--- config.mk ---
export PLATFORM = sky130hd
export DESIGN_NAME = fixed_range_reduction_iter
export DESIGN_NICKNAME = d
export VERILOG_FILES = /design/src/rtl/fixed_range_reduction_iter.sv
export SDC_FILE = /design/constraint.sdc
export NUM_CORES = 1
export LEC_CHECK = 0
export ABC_AREA = 1
export BUFFER_PORTS_ARGS = -buffer_cell sky130_fd_sc_hd__buf_2
export CORE_MARGIN = 1
export CORE_UTILIZATION = 40
export CTS_CLUSTER_DIAMETER = 60
export DETAILED_ROUTE_END_ITERATION = 7
export GPL_ROUTABILITY_DRIVEN = 1
export SLEW_MARGIN = 20
export SYNTH_ARGS = -nofsm -noshare
export SYNTH_HDL_FRONTEND = slang
export SYNTH_SLANG_ARGS = --single-unit
--- constraint.sdc ---
create_clock -name clk -period 1.8 [get_ports clk]
set_clock_uncertainty 0.15 [all_clocks]
set_input_delay 0.18 -clock clk [delete_from_list [all_inputs] [get_ports clk]]
set_output_delay 0.18 -clock clk [all_outputs]
set_load 0.02 [all_outputs]
--- src/rtl/fixed_range_reduction_iter.sv ---
// Range-reduction front end for the inverse-square-root datapath.
// Finds the most-significant set bit of an unsigned operand. Returns the
// operand normalised to Q1.(WIDTH-1) together with the raw MSB index.
// Optional build macro FIXED_RANGE_REDUCTION_ITER_FAST_EN replaces the
// one-bit-per-cycle scan with a combinational leading-one detector.
module fixed_range_reduction_iter #(
    parameter int WIDTH = 16,
    parameter int FRAC_WIDTH = 8,
    localparam int MSB_WIDTH = $clog2(WIDTH)
) (
    input  logic                 clk,
    input  logic                 rst,
    input  logic [WIDTH-1:0]     data_in,
    input  logic                 data_in_valid,
    output logic                 data_in_ready,
    output logic [WIDTH-1:0]     data_out,
    output logic [MSB_WIDTH-1:0] data_out_msb,
    output logic                 data_out_zero,
    output logic                 data_out_valid,
    input  logic                 data_out_ready
);

    // Reject parameter sets that cannot describe a sensible operand format.
    if (WIDTH < 2 || FRAC_WIDTH > WIDTH || FRAC_WIDTH < 0) begin : gBadParams
        $error("fixed_range_reduction_iter: invalid WIDTH/FRAC_WIDTH");
    end

    typedef enum logic [1:0] {
        IDLE,
        SCAN,
        DONE
    } state_t;

    state_t                 state_q, state_d;
    logic [WIDTH-1:0]       dataOut_q, dataOut_d;
    logic [MSB_WIDTH-1:0]   msb_q, msb_d;
    logic                   zero_q, zero_d;

`ifdef FIXED_RANGE_REDUCTION_ITER_FAST_EN
    logic [MSB_WIDTH-1:0]   lodMsb;
    logic [WIDTH-1:0]       lodNorm;

    // Leading-one detector: the highest set bit wins, and the operand is shifted up to bit WIDTH-1.
    always_comb begin
        lodMsb = '0;
        for (int i = 0; i < WIDTH; i++) begin
            if (data_in[i]) begin
                lodMsb = MSB_WIDTH'(i);
            end
        end
        lodNorm = data_in << (MSB_WIDTH'(WIDTH - 1) - lodMsb);
    end
`else
    logic [WIDTH-1:0]       shift_q, shift_d;
    logic [MSB_WIDTH-1:0]   count_q, count_d;
`endif

    // Next-state and datapath updates; every register holds unless its state says otherwise.
    always_comb begin
        state_d   = state_q;
        dataOut_d = dataOut_q;
        msb_d     = msb_q;
        zero_d    = zero_q;
`ifndef FIXED_RANGE_REDUCTION_ITER_FAST_EN
        shift_d   = shift_q;
        count_d   = count_q;
`endif
        case (state_q)
            IDLE: begin
                if (data_in_valid) begin
                    if (data_in == '0) begin
                        dataOut_d = '0;
                        msb_d     = '0;
                        zero_d    = 1'b1;
                        state_d   = DONE;
                    end else begin
                        zero_d    = 1'b0;
`ifdef FIXED_RANGE_REDUCTION_ITER_FAST_EN
                        dataOut_d = lodNorm;
                        msb_d     = lodMsb;
                        state_d   = DONE;
`else
                        shift_d   = data_in;
                        count_d   = MSB_WIDTH'(WIDTH - 1);
                        state_d   = SCAN;
`endif
                    end
                end
            end
            SCAN: begin
`ifdef FIXED_RANGE_REDUCTION_ITER_FAST_EN
                state_d = IDLE;
`else
                // A nonzero operand always reaches bit WIDTH-1 before count hits zero.
                if (shift_q[WIDTH-1]) begin
                    dataOut_d = shift_q;
                    msb_d     = count_q;
                    state_d   = DONE;
                end else begin
                    shift_d = shift_q << 1;
                    count_d = count_q - 1'b1;
                end
`endif
            end
            DONE: begin
                if (data_out_ready) begin
                    state_d = IDLE;
                end
            end
            default: begin
                state_d = IDLE;
            end
        endcase
    end

    // State and result registers with synchronous reset; a reset discards any transaction in flight.
    always_ff @(posedge clk) begin
        if (rst) begin
            state_q   <= IDLE;
            dataOut_q <= '0;
            msb_q     <= '0;
            zero_q    <= 1'b0;
`ifndef FIXED_RANGE_REDUCTION_ITER_FAST_EN
            shift_q   <= '0;
            count_q   <= '0;
`endif
        end else begin
            state_q   <= state_d;
            dataOut_q <= dataOut_d;
            msb_q     <= msb_d;
            zero_q    <= zero_d;
`ifndef FIXED_RANGE_REDUCTION_ITER_FAST_EN
            shift_q   <= shift_d;
            count_q   <= count_d;
`endif
        end
    end

    assign data_in_ready  = (state_q == IDLE);
    assign data_out_valid = (state_q == DONE);
    assign data_out       = dataOut_q;
    assign data_out_msb   = msb_q;
    assign data_out_zero  = zero_q;

endmodule

Word level (Yosys, flattened, before mapping)
Index checks and enable logic that the tools add are counted.

operators by class
  add/subtract/negate cells = 1
  multipliers = 0
  div/mod/pow operators = 0
  magnitude comparators = 0
  equal/unequal tests = 8
  shift operators = 0
  multiplexer cells = 22
  bitwise operators = 0
  reductions and logical operators = 8

operator list
  cell                                                                 number
  16-bit 2-to-1 mux                                                    6
  16-bit case mux with 2 select lines                                  2
  4-bit 2-to-1 mux                                                     6
  16-bit zero test                                                     1
  4-bit case mux with 2 select lines                                   2
  2-bit 2-to-1 mux                                                     4
  2-bit != test (second input constant)                                4
  4-bit AND reduction                                                  2
  2-bit case mux with 3 select lines                                   1
  3-bit AND reduction                                                  2
  2-bit by 1-bit != test with 1-bit output (second input constant)     2
  4-bit by 1-bit subtractor with 4-bit output (second input constant)  1
  2-bit by 1-bit == test with 1-bit output (second input constant)     1
  2-bit == test (second input constant)                                1
  2-bit zero test                                                      1
  2-bit AND reduction                                                  1
  2-bit nonzero test                                                   1
  1-bit 2-to-1 mux                                                     1

storage, ports and cells
  register bits = 43
  latch bits = 0
  bits in writable memories = 0
  ROM bits = 0
  input bits = 20
  output and inout bits = 23
  word-level logic and storage cells = 46
  memories = 0

Logic depth before layout (Yosys ltp)
  depth in word-level cells = 4
  mapped depth = 9
  depth with buffers taken out = 8

Worst setup path after synthesis
OpenSTA, ideal clock, no wires.

  path kind = reg-to-reg
  start point = register state_q[1]
  end point = register count_q[2]
  library setup time = 0.132 ns
  arrival = 1.194 ns
  slack = 0.324 ns
  stages on the path, launching flop included = 8
  buffers on the path = 1
  clock period less this slack = 1.476 ns
  cell sequence = dfxtp_1 -> nor2_4 -> nand2_2 -> inv_4 -> nand2_8 -> buf_4 -> nand3_1 -> a21oi_1

on the way
  longest elaborated chain between the ends = 3
  elaborated cells between the ends (all ways) = 8

ends and longest elaborated chain
  what                                                                  line  text
  from (decl)                                                           34    state_t state_q, state_d;
  from (signal assigned)                                                128   state_q <= state_d;
  2-bit zero test *                                                     n/a
  net data_in_ready                                                     15    output logic data_in_ready,
  2-bit != test (no line) / 2-bit nonzero test (equally long branches)  n/a
  4-bit AND reduction (no line)                                         n/a
  to (signal assigned)                                                  134   count_q <= count_d;
  to (decl)                                                             55    logic [MSB_WIDTH-1:0] count_q, count_d;

The timed path passes the listed nets; every way through them passes the cells marked *.
A chain may end at the register's enable or synchronous reset.

Worst setup path after layout
  start point = register state_q[1]
  end point = output data_out_valid

on the way
  longest elaborated chain between the ends = 1

ends and longest elaborated chain
  what           line  text
  2-bit == test  140   assign data_out_valid = (state_q == DONE);
  to (decl)      19    output logic data_out_valid,

Every way passes these cells.

==> results.json <==
{
  "yosysWarnings": 0,
  "synth_compound_gate_area_share_pct": 13.9,
  "ys.flop_type": "dfxtp_1",
  "tritoncts": "done",
  "start_util_pct": 41.8,
  "syn_area_per_cell_um2": 7.19,
  "ctsResizeCount": 0,
  "root_buffer": "clkbuf_8",
  "path_cells": "inv_1, nor2_1, buf_2",
  "grt_overflow": 0,
  "netlist_instances": 276,
  "synth_fa_ha_area_share_pct": 0.630,
  "num_io_pins": 43,
  "end_kind": "output port",
  "synth.most_common_cell": "nand2_1",
  "netlist_top_cells_area": "dfxtp_1 43%, nand2_1 18%, a21oi_1 11%",
  "synth_top_family_by_area": "simple AND/OR/NAND/NOR gates",
  "place_hpwl_um": 3220,
  "grt_max_degree": 20,
  "clock_latency_ps": 290,
  "clk_pin_slew_ps": 80,
  "ys_async_sr_fraction_pct": 0,
  "slew_headroom_pct": 76.6,
  "grt_pass1_wl_um": 7980,
  "vdd.ir_drop.worst_mv": 0.356,
  "fillers": 526,
  "post_cts_buffers": 0,
  "fmax_ghz": 0.643,
  "synth_area_leader_cell": "dfxtp_1",
  "die_area_mm2": 0.00525,
  "via_count": 1865,
  "drt_iter0_drc": 98,
  "cpPeakStageDelay_ps": 500,
  "die_h_um": 72.5,
  "critPathSlowestCell": "dfxtp_1",
  "critPathKind": "register to output port",
  "antenna_found_initial": 0,
  "final_nets": 338,
  "grt_pass1_vias": 1705,
  "ys_ff_latch": 43,
  "rows": 25,
  "grt_usage_pct": 20.0,
  "clockBufferDepth": 2,
  "h-tree-depth": 2,
  "cts.sinks": 43,
  "period_needed_ps": 1560,
  "final_util_pct": 48.5,
  "ys_seq_area_share_pct": 43.4,
  "syn_area_mm2": 0.00199,
  "num_antenna_cells": 0,
  "finalCritPeriodShare_pct": 86.4,
  "finalPower_uw": 2120,
  "drt-pass1-iter-count": 4,
  "startpoint_type": "register",
  "syn-num-nets": 297,
  "synth_xor_area_share_pct": 0,
  "post_dp_cell_area_mm2": 0.00221,
  "synth_cell_type_count": 24,
  "wl_per_cell_um": 12.1,
  "drc": 0,
  "leakagePower_uw": 0.00104,
  "syn_to_final_growth_pct": 16.1,
  "timing_hold_violations_final": 0,
  "drt-total-wl_um": 4660,
  "max-cap-violations": 0,
  "antenna_left": 0,
  "cts_buffers": 5,
  "die_w_um": 72.5,
  "muxShareOfSynthArea_pct": 0,
  "worstHoldPathType": "input port to register",
  "path_buf_inv": 2,
  "core_mm2": 0.00475,
  "drive_gt1_share_pct": 21.1,
  "synth_edf_count": 0,
  "final_area_mm2": 0.00231,
  "yosys.area_share.simple_pct": 34.3,
  "status": "completed",
  "setup_viol_count_final": 0,
  "crit_arrival_ps": 1230,
  "slew_viol_final": 0,
  "cp.required_ps": 1470,
  "fin_setup_tns_ps": 0,
  "port_buffers": 42,
  "crit_family": "flip-flops",
  "crit_fanout": 3,
  "synth_top_area_share_pct": 43.4,
  "gp_congestion": 0.843,
  "vias_per_cell": 4.84,
  "tightestPinTransition_ps": 350,
  "rsz0062_at_grt": "false",
  "power.density_mw_per_mm2": 919,
  "synth_common_cells": "96 x nand2_1, 44 x a21oi_1, 43 x dfxtp_1, 25 x nand3_1, 16 x nor2_1"
}
where the power goes:
part,switching (uW),internal [uW]
logic,294,150
clock network,322,273
registers,59.6,1020
total,676,1440
layout make-up:
type	instances	area [um^2]	area share [%]
flip-flops and latches	43	861	37.3
clock buffers	7	76.3	3.31
inverters	17	66.3	2.88
multi-input cells	204	971	42.1
well taps	67	83.8	3.64
clock inverters	1	5.00	0.217
repair buffers	46	243	10.5
state kept, by name (all words and copies together) (netlist names):
name	flops
shift_q	16
state_q	2
data_out_msb	4
data_out_zero	1
data_out	16
count_q	4
cell usage in the layout, fill, tap and decap left out, types with 3 or more instances in the layout:
master and count:
nand2_1 96, a21oi_1 44, dfxtp_1 43, buf_2 42
nand3_1 25, nor2_1 16, inv_1 12, o21ai_0 5
clkbuf_8 5, nand2_2 4, inv_2 4, nand2_4 3
buf_4 3
metrics by stage:
| stage | setup slack [ps] | hold WS [ps] | cells |
|---|---|---|---|
| after CTS | 224 | 88.8 | 385 |
| after global placement | 225 | 295 | 376 |
| after detailed placement | 204 | 300 | 376 |
| after global routing | 53.2 | 111 | 385 |
| after floorplan | 324 | 202 | 276 |
| final | 244 | 98.8 | 385 |
worst register-to-register path, stage by stage, from the launching register on:
cell     delay [ps]
dfxtp_1         430
inv_2            90
nor2_8          170
nand2_4         140
inv_2           200
nand2_1          90
nand2_1          70
nand2_1          50
a21oi_1         110
kinds of logic after synthesis:
group	Yosys count
AO/OA/AOI/OAI	54
adder cells (fa/ha/maj)	1
buffers and inverters	29
flip-flops	43
AND/OR/NAND/NOR	149
worst paths after layout:
path / startpoint / end / slack, ps / cells past startpoint
min reg2reg: data_out_msb[2] / data_out_msb[2] / 310 / 2
min: data_in[1] / shift_q[1] / 100 / 5
max: state_q[1] / data_out_valid / 240 / 3
max reg2reg: state_q[0] / shift_q[13] / 240 / 8
per-layer routing:
metal / routed length [um] / GRT usage, %
met5: 0 / 0
met4: 65 / 7.19
met3: 225 / 5.28
met2: 2190 / 32.4
met1: 2180 / 25.6
what timing repair did:
item / CTS / global route
hold buffers: 1 / 0
endpoints found under the hold margin: 1 / 0
setup endpoints to repair: 0 / 0
No activity file was read; power rests on OpenSTA's default activity.
